$ cat src/rtl/i2c_cmd_seq.sv
// i2c_cmd_seq: queues host I2C commands, issues them one at a time to a single-transfer
// I2C master and returns one response per command, in order. Define I2C_SEQ_TIMEOUT_EN for the transfer timeout/abort.
module i2c_cmd_seq #(
    parameter int unsigned FIFO_DEPTH     = 4,
    parameter int unsigned TIMEOUT_CYCLES = 4096
) (
    input  logic       clk,
    input  logic       rst,
    input  logic       cmd_valid,
    output logic       cmd_ready,
    input  logic [6:0] cmd_addr,
    input  logic       cmd_rw,
    input  logic       cmd_speed,
    input  logic [7:0] cmd_wdata,
    output logic       rsp_valid,
    input  logic       rsp_ready,
    output logic [7:0] rsp_data,
    output logic       rsp_err,
    output logic       m_start,
    output logic       m_abort,
    output logic [6:0] m_addr,
    output logic       m_rw,
    output logic       m_speed,
    output logic [7:0] m_wdata,
    input  logic       m_ready,
    input  logic [7:0] m_rdata,
    input  logic       m_nack
);
    localparam int unsigned PW    = (FIFO_DEPTH > 1) ? $clog2(FIFO_DEPTH) : 1;
    localparam int unsigned CW    = $clog2(FIFO_DEPTH + 1);
    localparam int unsigned CMD_W = 17;
    localparam int unsigned RSP_W = 9;

    if (FIFO_DEPTH < 2 || FIFO_DEPTH > 16 || (FIFO_DEPTH & (FIFO_DEPTH - 1)) != 0
        || TIMEOUT_CYCLES == 0) begin : g_bad_param
        $error("i2c_cmd_seq: FIFO_DEPTH must be a power of two in 2..16 and TIMEOUT_CYCLES nonzero");
    end

    typedef enum logic [2:0] {IDLE, ISSUE, WAIT_BUSY, WAIT_DONE, PUSH_RSP} state_t;
    state_t state;

    logic [CMD_W-1:0] cmd_mem [FIFO_DEPTH];
    logic [PW-1:0]    cmd_wr_ptr, cmd_rd_ptr;
    logic [CW-1:0]    cmd_count;
    logic [RSP_W-1:0] rsp_mem [FIFO_DEPTH];
    logic [PW-1:0]    rsp_wr_ptr, rsp_rd_ptr;
    logic [CW-1:0]    rsp_count;
    logic [RSP_W-1:0] rsp_head, rsp_wdata;
    logic             cmd_push, cmd_pop, rsp_push, rsp_pop, rsp_full;
    logic [7:0]       hold_data, done_data;
    logic             hold_err;

    // Handshake/status decode, all from registered occupancy
    assign cmd_ready = (cmd_count != CW'(FIFO_DEPTH));
    assign rsp_valid = (rsp_count != '0);
    assign rsp_full  = (rsp_count == CW'(FIFO_DEPTH));
    assign cmd_push  = cmd_valid && cmd_ready;
    assign cmd_pop   = (state == IDLE) && (cmd_count != '0) && m_ready;
    assign rsp_pop   = rsp_valid && rsp_ready;
    assign rsp_head  = rsp_mem[rsp_rd_ptr];
    assign rsp_data  = rsp_valid ? rsp_head[8:1] : 8'h00;
    assign rsp_err   = rsp_valid && rsp_head[0];
    assign done_data = m_rw ? m_rdata : 8'h00;

    // Completion is written straight into the response FIFO when it has room; PUSH_RSP parks otherwise
    assign rsp_push  = !rsp_full && (((state == WAIT_DONE) && m_ready) || (state == PUSH_RSP));
    assign rsp_wdata = (state == PUSH_RSP) ? {hold_data, hold_err} : {done_data, m_nack};

    always_ff @(posedge clk) begin
        if (cmd_push) cmd_mem[cmd_wr_ptr] <= {cmd_addr, cmd_rw, cmd_speed, cmd_wdata};
        if (rsp_push) rsp_mem[rsp_wr_ptr] <= rsp_wdata;
    end

    // FIFO pointers and occupancy; pointers wrap naturally at FIFO_DEPTH
    always_ff @(posedge clk) begin
        if (rst) begin
            cmd_wr_ptr <= '0;
            cmd_rd_ptr <= '0;
            cmd_count  <= '0;
            rsp_wr_ptr <= '0;
            rsp_rd_ptr <= '0;
            rsp_count  <= '0;
        end else begin
            if (cmd_push) cmd_wr_ptr <= cmd_wr_ptr + PW'(1);
            if (cmd_pop)  cmd_rd_ptr <= cmd_rd_ptr + PW'(1);
            if (rsp_push) rsp_wr_ptr <= rsp_wr_ptr + PW'(1);
            if (rsp_pop)  rsp_rd_ptr <= rsp_rd_ptr + PW'(1);
            case ({cmd_push, cmd_pop})
                2'b10:   cmd_count <= cmd_count + CW'(1);
                2'b01:   cmd_count <= cmd_count - CW'(1);
                default: cmd_count <= cmd_count;
            endcase
            case ({rsp_push, rsp_pop})
                2'b10:   rsp_count <= rsp_count + CW'(1);
                2'b01:   rsp_count <= rsp_count - CW'(1);
                default: rsp_count <= rsp_count;
            endcase
        end
    end

`ifdef I2C_SEQ_TIMEOUT_EN
    localparam int unsigned TW = $clog2(TIMEOUT_CYCLES + 1);
    logic [TW-1:0] tmo_count;
    logic          tmo_hit;
    assign tmo_hit = ((state == WAIT_BUSY) || (state == WAIT_DONE))
                     && (tmo_count == TW'(TIMEOUT_CYCLES - 1));
`else
    assign m_abort = 1'b0;
`endif

    // Transfer sequencer
    always_ff @(posedge clk) begin
        if (rst) begin
            state     <= IDLE;
            m_start   <= 1'b0;
            m_addr    <= '0;
            m_rw      <= 1'b0;
            m_speed   <= 1'b0;
            m_wdata   <= '0;
            hold_data <= '0;
            hold_err  <= 1'b0;
`ifdef I2C_SEQ_TIMEOUT_EN
            m_abort   <= 1'b0;
            tmo_count <= '0;
`endif
        end else begin
            m_start <= 1'b0;
`ifdef I2C_SEQ_TIMEOUT_EN
            m_abort <= 1'b0;
            if ((state == WAIT_BUSY) || (state == WAIT_DONE)) tmo_count <= tmo_count + TW'(1);
`endif
            case (state)
                IDLE: begin
                    if (cmd_pop) begin
                        {m_addr, m_rw, m_speed, m_wdata} <= cmd_mem[cmd_rd_ptr];
                        state <= ISSUE;
                    end
                end
                ISSUE: begin
                    m_start <= 1'b1;
                    state   <= WAIT_BUSY;
`ifdef I2C_SEQ_TIMEOUT_EN
                    tmo_count <= '0;
`endif
                end
                WAIT_BUSY: begin
`ifdef I2C_SEQ_TIMEOUT_EN
                    if (tmo_hit) begin
                        m_abort   <= 1'b1;
                        hold_data <= 8'h00;
                        hold_err  <= 1'b1;
                        state     <= PUSH_RSP;
                    end else
`endif
                    if (!m_ready) state <= WAIT_DONE;
                end
                WAIT_DONE: begin
                    if (m_ready) begin
                        hold_data <= done_data;
                        hold_err  <= m_nack;
                        state     <= rsp_full ? PUSH_RSP : IDLE;
                    end
`ifdef I2C_SEQ_TIMEOUT_EN
                    else if (tmo_hit) begin
                        m_abort   <= 1'b1;
                        hold_data <= 8'h00;
                        hold_err  <= 1'b1;
                        state     <= PUSH_RSP;
                    end
`endif
                end
                PUSH_RSP: begin
                    if (!rsp_full) state <= IDLE;
                end
                default: state <= IDLE;
            endcase
        end
    end
endmodule

$ cat config.mk
export PLATFORM = sky130hd
export DESIGN_NAME = i2c_cmd_seq
export DESIGN_NICKNAME = d
export VERILOG_FILES = /design/src/rtl/i2c_cmd_seq.sv
export SDC_FILE = /design/constraint.sdc
export NUM_CORES = 1
export LEC_CHECK = 0
export ABC_AREA = 1
export CORE_ASPECT_RATIO = 2
export CORE_MARGIN = 1.5
export CORE_UTILIZATION = 67
export CTS_CLUSTER_DIAMETER = 150
export DETAILED_ROUTE_END_ITERATION = 8
export DONT_BUFFER_PORTS = 1
export HOLD_SLACK_MARGIN = 0.06
export PLACE_DENSITY = 0.95
export SYNTH_ARGS = -nofsm -noshare
export SYNTH_HDL_FRONTEND = slang
export SYNTH_SLANG_ARGS = --single-unit
$ cat constraint.sdc
create_clock -name clk -period 3.94 [get_ports clk]
set_input_delay 0.985 -clock clk [delete_from_list [all_inputs] [get_ports clk]]
set_output_delay 0.985 -clock clk [all_outputs]
set_load 0.01 [all_outputs]
==> results of run 1 <==
-- cell usage in the layout, fill, tap and decap left out, types with 2 or more instances in the layout --
cell type,instances
a21oi_1,32
buf_4,6
clkbuf_16,17
clkbuf_8,2
clkinv_2,5
clkinv_4,3
clkinvlp_4,2
dfxtp_1,46
edfxtp_1,104
fa_1,2
ha_1,10
inv_1,47
inv_2,2
nand2_1,35
nand2_2,3
nand4_1,2
nor2_1,148
nor3_1,2
o21ai_0,103
o21ai_1,15
-- area by class of cell --
| type | instances | area share |
|---|---|---|
| Inverter | 51 | 0.02901 |
| Clock inverter | 12 | 0.01572 |
| Clock buffer | 20 | 0.06831 |
| Tap cell | 102 | 0.01909 |
| Multi-Input combinational cell | 360 | 0.2562 |
| Sequential cell | 150 | 0.6049 |
| Timing Repair Buffer | 6 | 0.006738 |
-- flip-flops by register name, summed over array words and instances (netlist names), named ones only --
signal and cells:
cmd_mem 68, rsp_mem 36, hold_data 8, m_wdata 8, m_addr 7, cmd_count 3, rsp_count 3, state 3
cmd_rd_ptr 2, cmd_wr_ptr 2, rsp_rd_ptr 2, rsp_wr_ptr 2, hold_err 1, m_rw 1, m_speed 1, m_start 1
-- path summary, 6_finish.rpt --
kind                     start      endpoint  slack (ns)  depth (start not counted)
setup / recovery      register   rsp_data[2]        0.92                          3
hold / removal    hold_data[0]  hold_data[0]        0.45                          2
setup reg to reg      state[2]  cmd_count[2]        1.44                         12
hold reg to reg   hold_data[0]  hold_data[0]        0.45                          2
-- cell families after synthesis --
kind of cell | Yosys count | share of synthesized area
AND/OR/NAND/NOR | 195 | 0.1276
AO/OA/AOI/OAI | 151 | 0.1249
flip-flops | 150 | 0.6652
buffers and inverters | 77 | 0.05310
adder cells (fa/ha/maj) | 12 | 0.02717
XOR/XNOR | 1 | 0.001441
other | 1 | 0.0006168
-- where the power goes --
group          switching (W)  internal (W)
Sequential          0.000229       0.00195
Combinational       0.000807      0.000323
Clock               0.000589      0.000899
Total                0.00163       0.00318
-- per-stage QoR --
step	instance area (sq um)	setup slack (ns)
3_5_place_dp	6123	1.227
5_1_grt	6685	0.8253
3_3_place_gp	6123	1.325
6_report	6685	0.9210
4_1_cts	6685	0.9577
2_1_floorplan	6080	1.541
-- critical path, cell delays in order, from the launching register on --
cell and delay (ns):
dfxtp_1 0.74, inv_1 0.41, o21ai_0 0.31, a21oi_1 0.15
-- routing by layer --
layer  wire length (um)  share of wire  global-route usage
met1               4063           0.33              0.2519
met2               7122           0.57              0.5131
met3                811          0.065             0.07315
met4                405          0.033              0.1303
met5                  0              0                   0
==> results.txt, run 1 <==
- In this run the static leakage power is 2.496 nW.
- Most frequently used cell type in the post-synthesis netlist: nor2_1
* Worst slew margin relative to its limit: 0.2351
- The H-tree generated during clock tree synthesis spans 4 levels.
- The worst setup path is of the register to primary output kind.
* Global placer's final weighted congestion: 0.7569
- After synthesis, the share of flip-flops with an asynchronous set or reset is 0.
* Aggregate global-route resource usage: 0.2668
* Timing-limited maximum frequency: 331.2 MHz
- Clock Latency Late Sink: 0.41 ns
- The HPWL after detailed placement is 8.116 mm.
- Minimum clock period: 3.019 ns
- The floorplan step defined a die boundary enclosing 9689 sq um.
- Quantity of hold-fixing buffers added after cts: 0
* Chip Width: 70.36 um
* Number of vias per cell after detailed routing: 5.934
- Gr ovfl total: 0
- Count of standard-cell rows: 49
- The share of synthesized area in the top cell type comes to 0.5137.
* Mapped Avg Cell Area: 10.36 sq um
* Ranking of synthesized cells by instance count: nor2_1 (148), edfxtp_1 (104), o21ai_0 (103)
- Post-synthesis cell type with the largest combined area: edfxtp_1
- STA puts the critical path data arrival time at 2.03 ns.
- Number of antenna violations at the first check in global routing: 0
- Once placement completed, the tool counted placed cells totaling 669.
* Largest net degree at the start of global routing: 40
- Share of the cycle needed by the critical path after routing: 0.7663
* Layout-stage area growth over the synthesis result: 9.961%
- FF+latch area: 4044 sq um
* Sequential fraction of the synthesis area: 0.6652
- Global-route wire length before repair: 19.66 mm
* Share of layout cells above drive strength 1: 0.07846
* Maximum number of buffers from clock root to sink: 2
- Transition at the pin with the smallest max-transition slack: 1.146 ns
- The Yosys step of the flow raised 0 warnings.
- Detailed routing inserted a total of 4,160 vias.
- Summed over all layers, the routed wires come to 12.40 mm.
* Peak VDD IR: 526.1 uV
* Residual DRC: 0
* Clock root cell: clkbuf_16
* Number of diodes added for antenna fixing: 0
- CP Data Required Time: 2.95 ns
* Critical Path End Type: primary output
* I/O pins: 61
- The design draws 0.004801 W.
- Post-synth EDFFs: 104
* Layout Skew: 0.006479 ns
- The count of nets left with antenna violations once routing finished came out at 0.
- Setup violations remaining at the end of the flow were counted as 0.
- Once the clock tree was built, the resizer swapped 0 gates to a different size.
- The finished layout holds 701 standard cells, fillers aside.
- Clk pin slew, worst setup/hold paths: 0.05 ns
- Critical path peak fanout: 19
- The netlist uses 29 different library cells.
- Number of max-slew violations in the final report: 0
- Area used by multi-input combinational logic: 1713 sq um
- Clock tree from TritonCTS: done
- For this configuration, the core starts out at a cell density of 0.6839.
- In this run, synthesis produced a sequential element count of 150.
- In this run the standard cell core region covers 8890 sq um.
- Max-cap violations in this run came to 0.
- In this run, CTS created clock tree buffers numbering 17.
- Most common flop cell mapped by yosys: edfxtp_1
* Detail-routed net length per standard cell: 17.69 um
- Post-route setup TNS: 0 ns
- Sort of element at the start of the critical path: register
- Die Span Y: 137.7 um
- Worst hold-check path type: register to register
- Pwr Density: 718.1 nW/um^2
- TritonCTS Sinks: 150
- Post-CTS timing repair inserted 0 buffers for setup.
- The first detailed-routing pass took 5 iterations.
* Number of global-route vias before repair: 4,256
- Number of port buffers: 0
* Synthesized cell area: 6080 sq um
- RSZ-0062 raised after global routing: false
- Synthesis produced 587 cells.
- Across all hold checks on the routed design, the worst slack comes to 0.4463 ns.
- Number of inserted filler cells in the final layout: 497
* Net count after synthesis: 630
* Total count of hold-check failures in the final report: 0
- Number of DRC violations after detailed-routing iteration 0: 314
- Outcome: finished clean
- Final #Nets: 629
- Ranked by total cell area, the synthesized netlist is headed by edfxtp_1 (51%), dfxtp_1 (15%), nor2_1 (9.1%).
- Share of the core filled with cells: 0.7520
Power figures use the tool's default switching activity.
==> run 2, diff against run 1 <==
--- a/config.mk
+++ b/config.mk
@@ -8,12 +8,12 @@
 export ABC_AREA = 1
 export CORE_ASPECT_RATIO = 2
 export CORE_MARGIN = 1.5
-export CORE_UTILIZATION = 67
+export CORE_UTILIZATION = 63
 export CTS_CLUSTER_DIAMETER = 150
 export DETAILED_ROUTE_END_ITERATION = 8
 export DONT_BUFFER_PORTS = 1
 export HOLD_SLACK_MARGIN = 0.06
-export PLACE_DENSITY = 0.95
+export PLACE_DENSITY = 0.91
 export SYNTH_ARGS = -nofsm -noshare
 export SYNTH_HDL_FRONTEND = slang
 export SYNTH_SLANG_ARGS = --single-unit
==> constraint.sdc (replaced) <==
create_clock -name clk -period 3 [get_ports clk]
set_input_delay 0.75 -clock clk [delete_from_list [all_inputs] [get_ports clk]]
set_output_delay 0.75 -clock clk [all_outputs]
set_load 0.01 [all_outputs]
==> results.txt, run 2 (synthesis gave the netlist of run 1 again) <==
- Register with the most flip-flops: cmd_mem
- The slowest stage of the critical path belongs to the cell dfxtp_1.
* Max stage delay on crit path: 0.56 ns (-0.18 ns)
- The number of setup violations in the final report is 0 (unchanged).
* CP Data Required Time: 2.25 ns (-0.70 ns)
- The overall overflow remaining after global route came to 0 (unchanged).
* Critical path peak fanout: 10 (-9)
- The largest voltage drop on the vdd net is 988.3 uV (+88%).
- Largest register FFs: 68 (unchanged)
* Number of port buffers: 0 (unchanged)
* Total count of hold-check failures in the final report: 0 (unchanged)
- The slew of the pin with the lowest slew margin is 1.151 ns (+0.004843 ns).
- Most frequent cells in the layout: nor2_1 (148), edfxtp_1 (104), o21ai_0 (103)
* Total Routed Length: 12.08 mm (-2.6%)
- Post-route worst hold slack: 0.4057 ns (-0.04068 ns)
- The net count of the finished layout came to 634 (+0.79%).
- Leak Pwr: 2.534 nW (+1.5%)
- Largest net degree at the start of global routing: 40 (unchanged)
- Critical Path End Type: primary output
- I/O pins: 61 (unchanged)
* Placeable core area: 9384 sq um (+5.6%)
- The overall die area was 10,280 sq um (+6.1%).
* Worst EP arrival: 1.91 ns (-0.12 ns)
* Pwr Density: 945.1 nW/um^2 (+32%)
- Routed vias: 4,073 (-2.1%)
* Number of inserted filler cells in the final layout: 584 (+18%)
- Critical path, cell by cell: clkinv_1 -> nor2_1 -> o21ai_0 -> a21oi_1
- Dividing the final minimum period by the clock period gives 0.8851.
- The total of hold buffers inserted after clock tree synthesis came to 0 (unchanged).
- Worst hold-check path type: primary input to register
* 1st-pass router iterations: 5 (unchanged)
- The number of DRC violations after detailed-routing iteration 0 came to 291 (-7.3%).
- The count of final max-slew check failures was 0 (unchanged).
- Post-CTS sizing: 0 (unchanged)
- The worst setup path is of the register to primary output kind.
- The area of the multi-input gates came to 1713 sq um (unchanged).
- Detail-routed net length per standard cell: 17.06 um (-3.6%)
- Global-route wire length before repair: 18.91 mm (-3.8%)
- The total number of clock tree sinks came to 150 (unchanged).
* Estimated wirelength of the detail-placed design: 7.986 mm (-1.6%)
- Clock tree from TritonCTS: done
* Number of vias per cell after detailed routing: 5.753 (-3.1%)
- Chip Width: 72.46 um (+3.0%)
- The run finished with clean final reports.
- The buffer count from post-CTS setup fixing came to 0 (unchanged).
- The clock network latency to the later pin of the worst-skew pair came to 0.42 ns (about the same).
- Layout-stage area growth over the synthesis result: 11.22%
- The maximum count of clock buffers along a single path is 2 (unchanged).
* Sort of element at the start of the critical path: register
* Clock root cell: clkbuf_16
- The register clock-pin slew on the reported worst setup and hold paths is 0.06 ns (about the same).
- Share of layout cells above drive strength 1: 0.08775 (+0.009284)
- The number of buffers inserted during clock tree synthesis is 17 (unchanged).
- The worst clock skew was 0.007986 ns (+0.001507 ns).
- Number of global-route vias before repair: 4,164 (-2.2%)
- The cell row count is 50 (+2.0%).
- Max Cap Viol: 0 (unchanged)
* Minimum clock period: 2.655 ns
- The initial antenna violation count was 0 (unchanged).
- FF+latch area: 4044 sq um (unchanged)
- Post-route setup TNS: 0 ns (unchanged)
- Number of H-tree branching levels: 4 (unchanged)
- Global placer's final weighted congestion: 0.8012 (+5.9%)
* Largest registers in the final layout: cmd_mem x68, rsp_mem x36
- The post-route antenna net violation count is 0 (unchanged).
- Die Span Y: 141.9 um (+3.1%)
* Number of diodes added for antenna fixing: 0 (unchanged)
- Setup repair after global routing left no endpoint under its margin.
* Timing-limited maximum frequency: 376.6 MHz
- Worst slew margin relative to its limit: 0.2319 (-0.003233)
- The final routed DRC violation total is 0 (unchanged).
- The global routing usage summed across all routing layers was 0.2508 (-0.01601).
* Initial Util: 0.6479 (-0.03602)
- The library cell used most frequently in the layout, excluding fill and tap cells, is nor2_1.
## run 2: layout make-up
cell class                 count  share of cell area
sequential                   150              0.5981
tap                          104             0.01925
inverter                      51             0.02868
multi-input combinational    360              0.2533
timing repair buffer          11             0.01221
clock buffer                  19             0.06699
clock inverter                13             0.02147
## run 2: critical path, delay by kind of cell (launching register included)
kind	cells	cell delay, ns
AOI/OAI and AO/OA	2	0.40
and+or+nand+nor	1	0.17
DFF	1	0.56
buffers and inverters	1	0.37
## run 2: path summary, 6_finish.rpt
| path | to | cells after the start | slack [ns] | startpoint |
|---|---|---|---|---|
| worst max register to register | cmd_count[2] | 12 | 0.60 | state[2] |
| worst max-delay path | rsp_data[7] | 4 | 0.34 | register |
| worst min-delay path | m_start | 1 | 0.41 | rst |
| worst min register to register | hold_data[2] | 2 | 0.45 | hold_data[2] |
## run 2: routing by layer
| layer | track usage | wire, um | vias up |
|---|---|---|---|
| met5 | 0 | 0 | - |
| met4 | 0.1341 | 428 | 0 |
| met3 | 0.07457 | 829 | 31 |
| met2 | 0.4805 | 6919 | 168 |
| met1 | 0.2221 | 3901 | 1893 |
| li1 | - | - | 1981 |
## run 2: power breakdown
part	switching [W]	internal, W	total (W)
Clock	0.000804	0.00127	0.00208
Combinational	0.00104	0.000438	0.00148
Sequential	0.000267	0.00256	0.00283
## run 2: per-stage QoR
stage,power [W],utilization,instances,worst slack [ns],instance area (sq um)
finish,0.006391,0.7205,708,0.3447,6761
global route,0.006733,0.7205,708,0.1104,6761
CTS,0.006404,0.7205,708,0.3066,6761
detailed placement,0.004310,0.6568,676,0.5063,6163
global placement,0.004189,0.6568,676,0.6427,6163
floorplan,0.003937,-,587,0.8356,6080
==> run 3, diff against run 2 <==
==> constraint.sdc (replaced) <==
create_clock -name clk -period 2.95 [get_ports clk]
set_input_delay 0.7375 -clock clk [delete_from_list [all_inputs] [get_ports clk]]
set_output_delay 0.7375 -clock clk [all_outputs]
set_load 0.01 [all_outputs]
==> results.txt, run 3 (synthesis gave the netlist of run 1 again) <==
- The flow ran to the end, and the final reports show no timing, DRC or antenna violations.
- Layout Skew: 0.007131 ns (-0.0008553 ns)
* Most frequent cells in the layout: nor2_1 (148), edfxtp_1 (104), o21ai_0 (103)
* Placeable core area: 9384 sq um (unchanged)
- Net switching power figure: 0.002135 W (+1.0%)
* CP Data Required Time: 2.21 ns (-0.04 ns)
- I/O pins: 61 (unchanged)
- Pwr Density: 992.0 nW/um^2 (+5.0%)
- STA classifies the critical path startpoint as a register.
- Register with the most flip-flops: cmd_mem
- The buffer count from post-CTS setup fixing came to 0 (unchanged).
- Gr ovfl total: 0 (unchanged)
- The final routed DRC violation total came to 0 (unchanged).
- STA classifies the critical path endpoint as a primary output.
- The final hold slack was 0.3950 ns (-0.01062 ns).
- TritonCTS Sinks: 150 (unchanged)
* Proportion of power drawn by flip-flops and latches: 0.425 (-0.018)
* Timing-limited maximum frequency: 371.8 MHz
- Largest register FFs: 68 (unchanged)
* Layout-stage area growth over the synthesis result: 12.25%
- Reg2Reg Capture Point: cmd_count[2]
* Antenna-violating nets left: 0 (unchanged)
- Relative contribution of combinational cells to total power: 0.228 (-0.004)
* Worst-case setup slack after placement: 0.5088 ns (+0.002446 ns)
- The max-slew headroom at the worst pin came to 0.2292 (-0.002683).
- The worst reg-to-reg path cell count came to 12 (unchanged).
- The filler cell count in the final layout came to 575 (-1.5%).
- RSZ-0062 raised after global routing: false
* Clock power share: 0.347 (+0.022)
- Maximum number of buffers from clock root to sink: 2 (unchanged)
- Clk pin slew, worst setup/hold paths: 0.06 ns (about the same)
- Leaving out fill and tap cells, the most frequent cell in the layout is nor2_1.
- The number of buffers inserted during clock tree synthesis came to 17 (unchanged).
- The slowest stage of the critical path belongs to the cell dfxtp_1.
- Number of antenna violations at the first check in global routing: 0 (unchanged)
* Die footprint: 10,280 sq um (unchanged)
- The horizontal die dimension was 72.46 um (unchanged).
- Max Cap Viol: 0 (unchanged)
- The count of instances resized after the clock tree is built was 0 (unchanged).
- Register-to-register path setup slack: 0.57 ns (-0.03 ns)
* 1st-pass router iterations: 5 (unchanged)
- The largest net degree at the start of global routing is 40 (unchanged).
* Share of the cycle needed by the critical path after routing: 0.9117
* Number of global-route vias before repair: 4,242 (+1.9%)
- Die Span Y: 141.9 um (unchanged)
- The clock network latency to the later pin of the worst-skew pair was 0.41 ns (about the same).
- Min-Delay Endpoint: state[0]
- The maximum fanout encountered on the critical timing path was 10 (unchanged).
- Number of H-tree branching levels: 4 (unchanged)
- The wire length of the first global-routing pass was 19.12 mm (+1.1%).
- Clock tree from TritonCTS: done
* Startpoint of the worst register-to-register path: state[2]
- The final number of hold-violating endpoints was 0 (unchanged).
- Number of diodes added for antenna fixing: 0 (unchanged)
- Share of layout cells above drive strength 1: 0.08278 (-0.004967)
- Cells on Worst Hold Path: 1 (unchanged)
* Instance count after placement with tap cells included: 676 (unchanged)
- Setup slack after layout: 0.2604 ns (-0.08429 ns)
- Routed vias: 4,158 (+2.1%)
* Number of vias per cell after detailed routing: 5.873 (+2.1%)
* Leak Pwr: 2.566 nW (+1.3%)
- Max stage delay on crit path: 0.57 ns (about the same)
* Internal Dissipation: 0.004634 W (+8.4%)
- Initial Util: 0.6479 (unchanged)
- Worst Path Class, Setup: register to primary output
- Post-route setup TNS: 0 ns (unchanged)
- The total of hold buffers inserted after clock tree synthesis was 0 (unchanged).
* Largest registers in the final layout: cmd_mem x68, rsp_mem x36
* Final #Nets: 634 (unchanged)
- The number of setup violations in the final report came to 0 (unchanged).
- Number of port buffers: 0 (unchanged)
* Final Non-Filler Cells: 708 (unchanged)
* Detail-routed net length per standard cell: 17.19 um (+0.79%)
- Minimum clock period: 2.690 ns
- Clock root cell: clkbuf_16
- Peak VDD IR: 806.2 uV (-18%)
- The power after layout was 0.006769 W (+5.9%).
- The cell row count was 50 (unchanged).
- The worst endpoint data arrival time is 1.95 ns (+0.04 ns).
* Total Routed Length: 12.17 mm (+0.79%)
* Number of DRC violations after detailed-routing iteration 0: 299 (+2.7%)
- Estimated wirelength of the detail-placed design: 8.016 mm (+0.37%)
- Traced cell by cell, the critical path runs through clkinv_1 -> nor2_1 -> o21ai_0 -> a21oi_1.
* Number of max-slew violations in the final report: 0 (unchanged)
- The slew of the pin with the lowest slew margin came to 1.155 ns (+0.004020 ns).
- The global routing usage summed across all routing layers is 0.2515 (+0.0007101).
- The path class of the tightest hold or removal check is primary input to register.
- Global placer's final weighted congestion: 0.8006 (about the same)
- Switching part of the total: 0.3154 (-0.01534)
- In this run the most critical hold path is launched from rst.
-- run 3: cell count changes in the layout (fill, tap and decap cells not counted) --
cell	delta
clkbuf_8	-2
inv_6	-3
clkbuf_1	+1
clkinvlp_4	-2
bufinv_16	+4
clkinv_1	+2
-- run 3: worst max-delay path: cells and delay by family (launching register included) --
family                 cells  cell delay [ns]
AND/OR/NAND/NOR            1             0.17
buffers and inverters      1             0.39
flip-flops                 1             0.57
AO/OA/AOI/OAI              2             0.42
-- run 3: per-layer routing --
layer,global-route usage,part of all wire,vias to the layer above
met5,0,0,-
met3,0.06818,0.062,45
met1,0.2102,0.31,1965
li1,-,-,1986
met2,0.4893,0.58,162
met4,0.1539,0.042,0
-- run 3: stage by stage --
step                      instance area (sq um)    util
after global routing                       6824  0.7272
after detailed placement                   6163  0.6568
after global placement                     6163  0.6568
after CTS                                  6824  0.7272
after floorplan                            6080       -
final                                      6824  0.7272
-- run 3: final cells by class --
| class | count | area [sq um] | share of cell area |
|---|---|---|---|
| multi-input cells | 360 | 1713 | 0.2510 |
| flip-flops and latches | 150 | 4044 | 0.5926 |
| well taps | 104 | 130.1 | 0.01907 |
| repair buffers | 11 | 82.58 | 0.01210 |
| clock inverters | 14 | 231.5 | 0.03392 |
| inverters | 51 | 193.9 | 0.02842 |
| clock buffers | 18 | 429.2 | 0.06289 |
-- run 3: worst max path at each step --
stage | start | endpoint | slack (ns) | depth (start not counted)
after detailed placement | m_ready | rsp_count[2] | 0.51 | 10
after CTS | register | rsp_err | 0.25 | 4
after global routing | register | rsp_err | 0.03 | 4
after floorplan | m_ready | cmd_count[2] | 0.80 | 10
after global placement | m_ready | cmd_count[2] | 0.61 | 9
final | register | rsp_err | 0.26 | 4
-- run 3: power groups by stage --
stage | logic, W | clock network (W) | registers, W
2_1_floorplan | 0.00119 | 0 | 0.00281
3_3_place_gp | 0.00136 | 0 | 0.00290
3_5_place_dp | 0.00148 | 0 | 0.00292
4_1_cts | 0.00152 | 0.00238 | 0.00288
5_1_grt | 0.00173 | 0.00247 | 0.00291
6_report | 0.00154 | 0.00235 | 0.00288
